===== src/rtl/mem_port_arbiter_pkg.sv =====
// Shared types and constants for the IF/MEM single-port RAM arbiter.
// Consumers import mem_port_arbiter_pkg::*.
package mem_port_arbiter_pkg;

    typedef enum logic [1:0] {
        ARB_IDLE     = 2'd0,
        ARB_BUSY_IF  = 2'd1,
        ARB_BUSY_MEM = 2'd2
    } arb_state_e;

    localparam logic [31:0] ZeroWord = 32'h0;

    localparam logic [1:0] GNT_IF  = 2'b01;
    localparam logic [1:0] GNT_MEM = 2'b10;

endpackage


===== src/rtl/mem_port_arbiter_if.sv =====
// Bundle between pipeline/RAM (master side) and the arbiter (slave side).
// The master side drives requests and the RAM read data.
interface mem_port_arbiter_if;

    logic        if_req;
    logic [31:0] if_addr;
    logic [31:0] if_rdata;
    logic        if_valid;

    logic        mem_req;
    logic        mem_we;
    logic [3:0]  mem_be;
    logic [31:0] mem_addr;
    logic [31:0] mem_wdata;
    logic [31:0] mem_rdata;
    logic        mem_valid;

    logic        ram_en;
    logic [3:0]  ram_we;
    logic [29:0] ram_addr;
    logic [31:0] ram_wdata;
    logic [31:0] ram_rdata;

    logic        stall_if;
    logic        stall_mem;

    modport master (
        output if_req, if_addr,
        output mem_req, mem_we, mem_be,
        output mem_addr, mem_wdata,
        output ram_rdata,
        input  if_rdata, if_valid,
        input  mem_rdata, mem_valid,
        input  ram_en, ram_we,
        input  ram_addr, ram_wdata,
        input  stall_if, stall_mem
    );

    modport slave (
        input  if_req, if_addr,
        input  mem_req, mem_we, mem_be,
        input  mem_addr, mem_wdata,
        input  ram_rdata,
        output if_rdata, if_valid,
        output mem_rdata, mem_valid,
        output ram_en, ram_we,
        output ram_addr, ram_wdata,
        output stall_if, stall_mem
    );

endinterface


===== src/rtl/mem_port_arbiter_arb_lat_counter.sv =====
// Loadable down-counter timing the fixed RAM read latency.
// done is high whenever the count has reached zero.
module arb_lat_counter #(
    parameter int W = 1
) (
    input  logic         clk,
    input  logic         rst,
    input  logic         load,
    input  logic [W-1:0] load_val,
    output logic         done
);

    logic [W-1:0] cnt_q;

    always_ff @(posedge clk) begin
        if (rst) begin
            cnt_q <= '0;
        end else if (load) begin
            cnt_q <= load_val;
        end else if (cnt_q != '0) begin
            cnt_q <= cnt_q - W'(1);
        end
    end

    assign done = (cnt_q == '0);

endmodule


===== src/rtl/mem_port_arbiter.sv =====
// Single-port RAM arbiter: MEM has fixed priority over IF.
// Define MEM_ARB_PIPELINE_EN to issue the other requester in the completion cycle.
module mem_port_arbiter
    import mem_port_arbiter_pkg::*;
#(
    parameter int MEM_LATENCY = 1
) (
    input logic               clk,
    input logic               rst,
    mem_port_arbiter_if.slave bus
);

    localparam int CntW = $clog2(MEM_LATENCY + 1);
    localparam logic [CntW-1:0] CntLoad = CntW'(MEM_LATENCY - 1);

    arb_state_e  state_q, state_d;
    logic [1:0]  gnt;
    logic        cnt_done;
    logic        done_if, done_mem;
    logic [31:0] if_hold_q, mem_hold_q;
    logic        unused_addr_lsbs;

    // Alignment is enforced upstream; byte offsets are dropped here.
    assign unused_addr_lsbs = ^{bus.if_addr[1:0], bus.mem_addr[1:0]};

    arb_lat_counter #(
        .W(CntW)
    ) u_cnt (
        .clk      (clk),
        .rst      (rst),
        .load     (gnt != 2'b00),
        .load_val (CntLoad),
        .done     (cnt_done)
    );

    always_ff @(posedge clk) begin
        if (rst) begin
            state_q <= ARB_IDLE;
        end else begin
            state_q <= state_d;
        end
    end

    always_comb begin
        done_if  = (state_q == ARB_BUSY_IF) && cnt_done;
        done_mem = (state_q == ARB_BUSY_MEM) && cnt_done;
        gnt      = 2'b00;
        case (state_q)
            ARB_IDLE: begin
                if (bus.mem_req) gnt = GNT_MEM;
                else if (bus.if_req) gnt = GNT_IF;
            end
`ifdef MEM_ARB_PIPELINE_EN
            // The finishing requester still holds req, so only the other may win.
            ARB_BUSY_IF: begin
                if (cnt_done && bus.mem_req) gnt = GNT_MEM;
            end
            ARB_BUSY_MEM: begin
                if (cnt_done && bus.if_req) gnt = GNT_IF;
            end
`endif
            default: gnt = 2'b00;
        endcase

        state_d = state_q;
        unique case (gnt)
            GNT_MEM: state_d = ARB_BUSY_MEM;
            GNT_IF:  state_d = ARB_BUSY_IF;
            default: begin
                if (done_if || done_mem) state_d = ARB_IDLE;
            end
        endcase
    end

    always_ff @(posedge clk) begin
        if (rst) begin
            if_hold_q  <= ZeroWord;
            mem_hold_q <= ZeroWord;
        end else begin
            if (done_if) if_hold_q <= bus.ram_rdata;
            if (done_mem) mem_hold_q <= bus.ram_rdata;
        end
    end

    always_comb begin
        bus.ram_en    = 1'b0;
        bus.ram_we    = 4'h0;
        bus.ram_addr  = 30'h0;
        bus.ram_wdata = ZeroWord;
        if (!rst) begin
            unique case (gnt)
                GNT_MEM: begin
                    bus.ram_en    = 1'b1;
                    bus.ram_we    = bus.mem_we ? bus.mem_be : 4'h0;
                    bus.ram_addr  = bus.mem_addr[31:2];
                    bus.ram_wdata = bus.mem_wdata;
                end
                GNT_IF: begin
                    bus.ram_en   = 1'b1;
                    bus.ram_addr = bus.if_addr[31:2];
                end
                default: ;
            endcase
        end
    end

    assign bus.if_valid  = done_if & ~rst;
    assign bus.mem_valid = done_mem & ~rst;

    assign bus.if_rdata  = rst      ? ZeroWord      :
                           done_if  ? bus.ram_rdata : if_hold_q;
    assign bus.mem_rdata = rst      ? ZeroWord      :
                           done_mem ? bus.ram_rdata : mem_hold_q;

    assign bus.stall_if  = bus.if_req & ~done_if & ~rst;
    assign bus.stall_mem = bus.mem_req & ~done_mem & ~rst;

endmodule

===== src/flat_wrapper.sv =====
// flat-port wrapper written by rule: the top's interface ports become plain ports
module mem_port_arbiter_flat import mem_port_arbiter_pkg::*;
#(
    parameter int MEM_LATENCY = 1
)
  (clk, rst, bus_if_req, bus_if_addr, bus_mem_req, bus_mem_we, bus_mem_be, bus_mem_addr, bus_mem_wdata, bus_ram_rdata, bus_if_rdata, bus_if_valid, bus_mem_rdata, bus_mem_valid, bus_ram_en, bus_ram_we, bus_ram_addr, bus_ram_wdata, bus_stall_if, bus_stall_mem);
  mem_port_arbiter_if bus_i ();
  input logic clk;
  input logic rst;
  input wire logic [$bits(bus_i.if_req)-1:0] bus_if_req;
  input wire logic [$bits(bus_i.if_addr)-1:0] bus_if_addr;
  input wire logic [$bits(bus_i.mem_req)-1:0] bus_mem_req;
  input wire logic [$bits(bus_i.mem_we)-1:0] bus_mem_we;
  input wire logic [$bits(bus_i.mem_be)-1:0] bus_mem_be;
  input wire logic [$bits(bus_i.mem_addr)-1:0] bus_mem_addr;
  input wire logic [$bits(bus_i.mem_wdata)-1:0] bus_mem_wdata;
  input wire logic [$bits(bus_i.ram_rdata)-1:0] bus_ram_rdata;
  output wire logic [$bits(bus_i.if_rdata)-1:0] bus_if_rdata;
  output wire logic [$bits(bus_i.if_valid)-1:0] bus_if_valid;
  output wire logic [$bits(bus_i.mem_rdata)-1:0] bus_mem_rdata;
  output wire logic [$bits(bus_i.mem_valid)-1:0] bus_mem_valid;
  output wire logic [$bits(bus_i.ram_en)-1:0] bus_ram_en;
  output wire logic [$bits(bus_i.ram_we)-1:0] bus_ram_we;
  output wire logic [$bits(bus_i.ram_addr)-1:0] bus_ram_addr;
  output wire logic [$bits(bus_i.ram_wdata)-1:0] bus_ram_wdata;
  output wire logic [$bits(bus_i.stall_if)-1:0] bus_stall_if;
  output wire logic [$bits(bus_i.stall_mem)-1:0] bus_stall_mem;
  assign bus_i.if_req = bus_if_req;
  assign bus_i.if_addr = bus_if_addr;
  assign bus_i.mem_req = bus_mem_req;
  assign bus_i.mem_we = bus_mem_we;
  assign bus_i.mem_be = bus_mem_be;
  assign bus_i.mem_addr = bus_mem_addr;
  assign bus_i.mem_wdata = bus_mem_wdata;
  assign bus_i.ram_rdata = bus_ram_rdata;
  assign bus_if_rdata = bus_i.if_rdata;
  assign bus_if_valid = bus_i.if_valid;
  assign bus_mem_rdata = bus_i.mem_rdata;
  assign bus_mem_valid = bus_i.mem_valid;
  assign bus_ram_en = bus_i.ram_en;
  assign bus_ram_we = bus_i.ram_we;
  assign bus_ram_addr = bus_i.ram_addr;
  assign bus_ram_wdata = bus_i.ram_wdata;
  assign bus_stall_if = bus_i.stall_if;
  assign bus_stall_mem = bus_i.stall_mem;
  mem_port_arbiter #(.MEM_LATENCY(MEM_LATENCY)) u_core (.clk(clk), .rst(rst), .bus(bus_i));
endmodule

===== config.mk =====
export PLATFORM = sky130hd
export DESIGN_NAME = mem_port_arbiter_flat
export DESIGN_NICKNAME = d
export VERILOG_FILES = /design/src/rtl/mem_port_arbiter_pkg.sv /design/src/rtl/mem_port_arbiter_if.sv /design/src/rtl/mem_port_arbiter_arb_lat_counter.sv /design/src/rtl/mem_port_arbiter.sv /design/src/flat_wrapper.sv
export SDC_FILE = /design/constraint.sdc
export NUM_CORES = 1
export LEC_CHECK = 0
export ABC_AREA = 1
export BUFFER_PORTS_ARGS = -buffer_cell sky130_fd_sc_hd__buf_4
export CORE_AREA = 2 2 105 107
export CTS_CLUSTER_SIZE = 16
export DETAILED_ROUTE_END_ITERATION = 12
export DIE_AREA = 0 0 107 109
export HOLD_SLACK_MARGIN = 0.12
export PLACE_DENSITY = 0.69
export SYNTH_ARGS = -nofsm -noshare
export SYNTH_HDL_FRONTEND = slang
export SYNTH_SLANG_ARGS = --single-unit

===== constraint.sdc =====
create_clock -name clk -period 1.6 [get_ports clk]
set_input_delay 0.08 -clock clk [delete_from_list [all_inputs] [get_ports clk]]
set_output_delay 0.08 -clock clk [all_outputs]
set_load 0.02 [all_outputs]

# == Word level (Yosys, flattened, before mapping) ==
# Cells that the tools add are included.
# totals
reg_bits,67
input_bits,137
out_inout_bits,135
wordCells,45
# classes
addsub,1
n_eq_ne,4
mux,18
bitwise,10
reduce_logical,8
# op_table
operator,count
2-to-1 mux 32 bit,6
one-hot mux 30 bit (2 select lines),1
2-to-1 mux 30 bit,1
2-to-1 mux 4 bit,3
AND 1 bit,6
2-to-1 mux 2 bit,3
"== test 2 x 1 -> 1 bit, second input constant",2
"== test 2 bit, second input constant",2
inverter 1 bit,4
one-hot mux 2 bit (2 select lines),1
2-to-1 mux 1 bit,3
nonzero test 3 bit,1
OR reduction 3 bit,1
logical AND 1 bit,2
zero test 2 bit,1
nonzero test 2 bit,1
OR reduction 2 bit,1
logical OR 1 bit,1
"subtractor 1 bit, second input constant",1

# == Longest topological paths before layout ==
# Gate-level depths: netlist (run 1).
# logic_depth
depth_word,7
depth_mapped,10
mapped_depth_nobuf,9

# == Cells and area by module ==
# A second synthesis (run 1) with hierarchy kept.
# hier_totals
cells_unflattened,498
hier_area_um2,3259.4
# modules_own_cells
module,n_inst,cells_per_inst,area_per_inst_um2,seq_area_each_um2
mem_port_arbiter,1,494,3225.6,1321.3
arb_lat_counter,1,4,33.8,20.0

# == Worst setup path before layout (run 1) ==
# OpenSTA, ideal clock, no wires.
# synth_path
kind,reg-to-output
from,reg u_core.state_q[0]
to,out bus_ram_addr[0]
arrival_ns,2.178
required_time_ns,1.520
slack_ns,-0.658
stages_incl_launch_ff,11
path_buffers,1
path_cell_list,dfxtp_1 nor2_1 inv_1 nor3_1 inv_1 ha_1 inv_1 nor2_1 inv_1 clkbuf_1 a21oi_1
# synth_between
elab_chain_len,5
elab_cells_between_ends,6
classes_between,2 x eq/ne; 3 x mux; 1 x reduce/logical
# synth_rtl
item,line_no,rtl
from (decl),mem_port_arbiter.sv:16,"arb_state_e state_q, state_d;"
from (signal assigned),mem_port_arbiter.sv:40,state_q <= state_d;
zero test 2 bit *,mem_port_arbiter.sv:48,case (state_q)
2-to-1 mux 2 bit *,mem_port_arbiter.sv:48,
== test 2 x 1 -> 1 bit / == test 2 bit (equally long branches),mem_port_arbiter.sv:91,unique case (gnt)
one-hot mux 30 bit (2 select lines) *,mem_port_arbiter.sv:91,
2-to-1 mux 30 bit *,mem_port_arbiter.sv:90,if (!rst) begin
to (decl),flat_wrapper.sv:24,output wire logic [$bits(bus_i.ram_addr)-1:0] bus_ram_addr;
# Mark *: on every way between the ends. The rest lies on a longest branch, timed or not.

# == Final worst setup path (run 1) ==
# layout_path
from,reg u_core.state_q[1]
to,out bus_ram_addr[5]
# Same word-level chain as after synthesis.

==> flow_summary.json, run 1 <==
{
  "status": "finished with violations",
  "violations": "negative setup slack",
  "yosysUniqueCellTypes": 19,
  "drc": 0,
  "antennaDiodeCount": 0,
  "arrival_ps": 2030,
  "ys_ff_latch": 67,
  "grt_pass1_vias": 4922,
  "setup_ws_ps": -514,
  "ys.flop_type": "dfxtp_1",
  "pwr-share-seq": 0.221,
  "wl_per_cell_um": 22.3,
  "cp.required_ps": 1520,
  "syn_avg_cell_area_um2": 6.48,
  "dieHeight_um": 109,
  "area_growth_pct": 187,
  "r2r_start": "u_core.state_q[1]$_SDFFE_PP0P_",
  "layoutNonFillerInstCount": 998,
  "clock_tree.buffer_depth": 2,
  "worstSetupEndpointType": "primary output",
  "reg2reg_to": "u_core.if_hold_q[14]$_DFF_P_",
  "core-area_mm2": 0.0106,
  "worstSetupStartpointType": "flop",
  "die-area_mm2": 0.0117,
  "power_switching_mw": 3.61,
  "rows": 38,
  "cts_buffers": 9,
  "grt_overflow": 0,
  "period_share": 1.32,
  "power.internal_mw": 5.29,
  "cts_max_level": 3,
  "synthTopCellsByArea": "dfxtp_1 42%, nand2_1 19%, a21oi_1 10%",
  "hold_class": "primary input to flop",
  "firstDrtPassIters": 5,
  "async_flop_share": 0,
  "yosysMostFrequentCell": "nand2_1",
  "yosysWarnings": 0,
  "clk_pin_slew_ps": 80,
  "synth_edf_count": 0,
  "clkLatencyLatePin_ps": 360,
  "dpl.hpwl_um": 9340,
  "cts_tree": "done",
  "port_buffers": 267,
  "drv_slew": 0,
  "final_nets": 995,
  "hold_violations": 0,
  "cp_max_fo": 10,
  "path_class": "flop to primary output",
  "drt-initial-drc-count": 358,
  "setup-tns-final_ps": -50470,
  "syn_nets": 637,
  "clock_sinks": 67,
  "grt_max_degree": 41,
  "ys_seq_area_frac": 0.418,
  "syn-cell-area_mm2": 0.00321,
  "avgViaCountPerCell": 5.19,
  "placed_cells": 887,
  "finClkSkew_ps": 15.3,
  "grt_setup_unrepaired": "true",
  "top_level_ports": 272,
  "gp_congestion": 0.772,
  "dp_slack_ps": -113,
  "power_density_mw_per_mm2": 967,
  "post-route-min-period_ps": 2110,
  "min_delay_worst_endpoint": "u_core.state_q[0]$_SDFFE_PP0P_",
  "track_usage": 0.280,
  "vdd_drop_max_mv": 0.840,
  "wirelength_um": 22300,
  "grt_pass1_wl_um": 25100,
  "clkPwrFrac": 0.183,
  "vias": 5175,
  "ant_nets": 0,
  "whs_path_depth": 6,
  "root_buffer": "clkbuf_8",
  "die_x_um": 107,
  "setup_viol": 142,
  "p_comb_frac": 0.595,
  "start_util": 0.302,
  "fmax_mhz": 473,
  "synth_top_area_frac": 0.418,
  "antenna_found_initial": 0,
  "r2r_cells": 11,
  "holdCritStartpoint": "bus_mem_req",
  "switching_share": 0.406,
  "synthCells": 495,
  "p_leak_nw": 4.07,
  "cap_violations": 0,
  "synth.largest_area_cell": "dfxtp_1",
  "drive_above_1_share": 0.719,
  "yosys-top-cells-count": "160 x nand2_1, 67 x dfxtp_1, 64 x a21oi_1",
  "hold_ws_ps": 320,
  "rrSetupSlack_ps": -190
}
state kept, by name (all words and copies together), names as in the netlist:
| register | count |
|---|---|
| u_core.if_hold_q | 32 |
| u_core.mem_hold_q | 32 |
| u_core.state_q | 2 |
| u_core.u_cnt.cnt_q | 1 |
cell usage in the layout, fill, tap and decap left out, drive strengths merged:
master / count
a21oi: 64
buf: 345
bufinv: 2
clkbuf: 18
clkinv: 3
conb: 1
dfxtp: 67
dlygate4sd3: 33
ha: 5
inv: 47
nand2: 160
nand3: 38
nand3b: 1
nor2: 40
nor3: 1
o21ai: 32
or2: 1
cell type report:
type | count | area, um^2
fill | 469 | 1390
clock buffer | 12 | 145
multi-input combinational | 343 | 3240
clock inverter | 4 | 73.8
sequential | 67 | 1340
inverter | 48 | 198
tap | 140 | 175
timing repair buffer | 384 | 4030
kinds of logic (layout without fill, tap and decap cells):
logic type	count (synthesis)	after routing	share of synthesized area
and+or+nand+nor	241	241	0.305
adders and majority gates	5	5	0.0195
DFF	67	67	0.418
other	1	1	0.00117
AOI/OAI and AO/OA	96	96	0.150
buffers and inverters	85	448	0.107
through the flow:
stage	area (um^2)	power (mW)	util
finish	9210	8.90	0.869
global route	9210	9.17	0.869
CTS	7920	7.78	0.747
detailed placement	5930	4.98	0.559
global placement	5930	4.93	0.559
floorplan	3680	3.72	-
how the worst max path moves through the flow:
stage	start	end	depth (start not counted)	slack (ps)
after floorplan	u_core.state_q[1]$_SDFFE_PP0P_	bus_ram_addr[0]	10	-180
after global placement	u_core.state_q[1]$_SDFFE_PP0P_	bus_ram_addr[26]	11	-80
after detailed placement	u_core.state_q[1]$_SDFFE_PP0P_	bus_ram_addr[21]	11	-110
after CTS	u_core.state_q[1]$_SDFFE_PP0P_	bus_ram_addr[14]	11	-480
after global routing	u_core.state_q[1]$_SDFFE_PP0P_	bus_ram_addr[17]	11	-630
final	u_core.state_q[1]$_SDFFE_PP0P_	bus_ram_addr[5]	11	-510
worst max-delay path, stage by stage (launching register included):
cell and delay (ps):
dfxtp_2 340, nor2_2 110, inv_1 60, nor3_2 160, inv_2 90, ha_4 270, inv_2 40, nor2_4 100
inv_4 80, buf_12 170, a21oi_4 120, buf_6 140
power groups by stage:
stage          clock (mW)  sequential, mW  combinational [mW]
2_1_floorplan           0            1.97                1.76
3_3_place_gp            0            1.96                2.97
3_5_place_dp            0            1.97                3.01
4_1_cts              1.58            1.93                4.28
5_1_grt              1.71            1.98                5.48
6_report             1.63            1.97                5.30
metal layers:
metal / vias to the layer above / part of all wire / GRT usage
met5: - / 0 / 0
met4: 0 / 0.045 / 0.114
met3: 88 / 0.088 / 0.0646
met2: 365 / 0.52 / 0.547
met1: 2446 / 0.35 / 0.285
li1: 2276 / - / -
what timing repair did:
item | CTS | global route
resized for setup | 246 | 265
hold buffers | 33 | 0
setup endpoints to repair | 133 | 143
pin swaps | 9 | 51
endpoints found under the hold margin | 59 | 0
cloned | 15 | 7
buffers inserted | 24 | 29
Power figures use the tool's default switching activity.
==> run 2: changes to the inputs <==
--- a/config.mk
+++ b/config.mk
@@ -6,7 +6,7 @@
 export NUM_CORES = 1
 export LEC_CHECK = 0
 export ABC_AREA = 1
-export BUFFER_PORTS_ARGS = -buffer_cell sky130_fd_sc_hd__buf_4
+export BUFFER_PORTS_ARGS = -buffer_cell sky130_fd_sc_hd__clkbuf_2
 export CORE_AREA = 2 2 105 107
 export CTS_CLUSTER_SIZE = 16
 export DETAILED_ROUTE_END_ITERATION = 12
==> run 2 against run 1 <==
  * The flow still finishes with violations (negative setup slack)
  * Routed wire length is 4.9% higher
  * Cell count is 0.70% higher
  * Non-clock buffer count is 7 higher
  * Flip-flop and latch count stayed put
  * Register-to-register slack better by 50 ps
  * First-iteration DRC count is 8.9% higher
==> flow_summary.json, run 2 (synthesis results as in run 1) <==
{
  "hold_class": "primary input to flop",
  "cp.required_ps": 1520,
  "placed_cells": 892,
  "dieHeight_um": 109,
  "tightest_slew_ps": 813,
  "vias": 5328,
  "rrSetupSlack_ps": -140,
  "fin_util": 0.882,
  "slew_headroom": 0.458,
  "start_util": 0.302,
  "worstSetupEndpointType": "primary output",
  "cts_tree": "done",
  "p_leak_nw": 4.24,
  "regArea_mm2": 0.00134,
  "drv_slew": 0,
  "setup_viol": 154,
  "grt_setup_unrepaired": "true",
  "dpl.hpwl_um": 8700,
  "final_common_cell": "clkbuf_2",
  "top_level_ports": 272,
  "grt_pass1_wl_um": 24500,
  "vdd_drop_max_mv": 0.908,
  "antennaDiodeCount": 0,
  "cap_violations": 0,
  "worstSetupStartpoint": "u_core.state_q[1]$_SDFFE_PP0P_",
  "r2r_cells": 10,
  "cp_max_fo": 6,
  "core-area_mm2": 0.0106,
  "clock_sinks": 67,
  "grt_max_degree": 61,
  "multiInputGateArea_mm2": 0.00336,
  "cts_buffers": 9,
  "finClkSkew_ps": 15.9,
  "wirelength_um": 23400,
  "arrival_ps": 2100,
  "firstDrtPassIters": 5,
  "period_share": 1.36,
  "status": "finished with violations",
  "area_growth_pct": 192,
  "fmax_mhz": 459,
  "hold_ws_ps": 320,
  "p_total_mw": 9.06,
  "drc": 0,
  "layout_common_cells": "132 x clkbuf_2, 87 x nand2_4, 65 x dfxtp_1",
  "worstSetupStartpointType": "flop",
  "reg2reg_to": "u_core.if_hold_q[22]$_DFF_P_",
  "wl_per_cell_um": 23.3,
  "avgViaCountPerCell": 5.30,
  "path_class": "flop to primary output",
  "port_buffers": 267,
  "layoutNonFillerInstCount": 1005,
  "track_usage": 0.271,
  "r2r_start": "u_core.state_q[1]$_SDFFE_PP0P_",
  "power_density_mw_per_mm2": 968,
  "dp_slack_ps": -185,
  "rows": 38,
  "setup.worst_path.end": "bus_if_rdata[19]",
  "die_x_um": 107,
  "drt-initial-drc-count": 390,
  "ant_nets": 0,
  "antenna_found_initial": 0,
  "post-route-min-period_ps": 2180,
  "root_buffer": "clkbuf_8",
  "clk_pin_slew_ps": 80,
  "grt_pass1_vias": 4810,
  "grt_overflow": 0,
  "clock_tree.buffer_depth": 2,
  "reg.largest.list": "u_core.if_hold_q x32, u_core.mem_hold_q x32, u_core.state_q x2",
  "cts_max_level": 3,
  "gp_congestion": 0.762,
  "final_nets": 1002,
  "setup_ws_ps": -580,
  "die-area_mm2": 0.0117,
  "drive_above_1_share": 0.729,
  "clkLatencyLatePin_ps": 380,
  "hold_violations": 0,
  "nFillCells": 446,
  "violations": "negative setup slack"
}
[run 2: changes by cell type in the layout (fill, tap and decap cells not counted), sizes merged]
| cell | before | now |
|---|---|---|
| inv | 47 | 48 |
| clkbuf | 18 | 189 |
| clkinv | 3 | 0 |
| clkinvlp | 0 | 2 |
| bufinv | 2 | 1 |
| buf | 345 | 182 |
[run 2: how the worst min path moves through the flow]
| stage | slack (ps) | to | start | cells after the start |
|---|---|---|---|---|
| final | 320 | u_core.state_q[0]$_SDFFE_PP0P_ | bus_mem_req | 6 |
| after global routing | 350 | u_core.state_q[0]$_SDFFE_PP0P_ | bus_mem_req | 6 |
| after CTS | 330 | u_core.state_q[0]$_SDFFE_PP0P_ | bus_mem_req | 6 |
| after detailed placement | 310 | u_core.if_hold_q[7]$_DFF_P_ | bus_ram_rdata[7] | 3 |
| after global placement | 310 | u_core.if_hold_q[20]$_DFF_P_ | bus_ram_rdata[20] | 3 |
| after floorplan | 280 | bus_ram_we[0] | bus_mem_be[0] | 2 |
[run 2: cell type report]
class	count	area share
tap	140	0.0187
sequential	67	0.144
multi-input combinational	343	0.360
clock buffer	13	0.0181
inverter	48	0.0209
timing repair buffer	391	0.434
clock inverter	3	0.00482
[run 2: per-stage QoR]
| step | instance area [um^2] | TNS [ps] |
|---|---|---|
| 4_1_cts | 7780 | -47360 |
| 5_1_grt | 9350 | -67850 |
| 3_3_place_gp | 5310 | -4240 |
| 2_1_floorplan | 3680 | -5120 |
| 6_report | 9350 | -57200 |
| 3_5_place_dp | 5310 | -6070 |
[run 2: where the power goes]
group	switching [mW]	leakage [nW]	internal, mW
Sequential	0.106	0.544	1.87
Combinational	2.90	3.60	2.55
Clock	0.772	0.102	0.850
[run 2: timing repair]
item / in CTS / in global routing
pin swaps: 1 / 55
endpoints found under the setup margin: 134 / 137
resized for setup: 365 / 414
hold buffers: 33 / 0
setup buffers: 16 / 39
endpoints found under the hold margin: 64 / 0
gates cloned: 12 / 4
[run 2: worst max-delay path, stage by stage (launching register included)]
cell and delay [ps]:
dfxtp_2 330, buf_4 130, buf_6 120, nand3b_4 170, or2_4 290, inv_8 100, buf_6 110, buf_8 140
nand2_1 110, nand2_2 100, buf_6 130
[run 2: per-layer routing]
metal	global-route usage	up-vias	wire length, um
met5	0	-	0
met4	0.151	0	1690
met3	0.0765	135	2120
met2	0.520	392	11900
met1	0.261	2507	7640
li1	-	2294	-
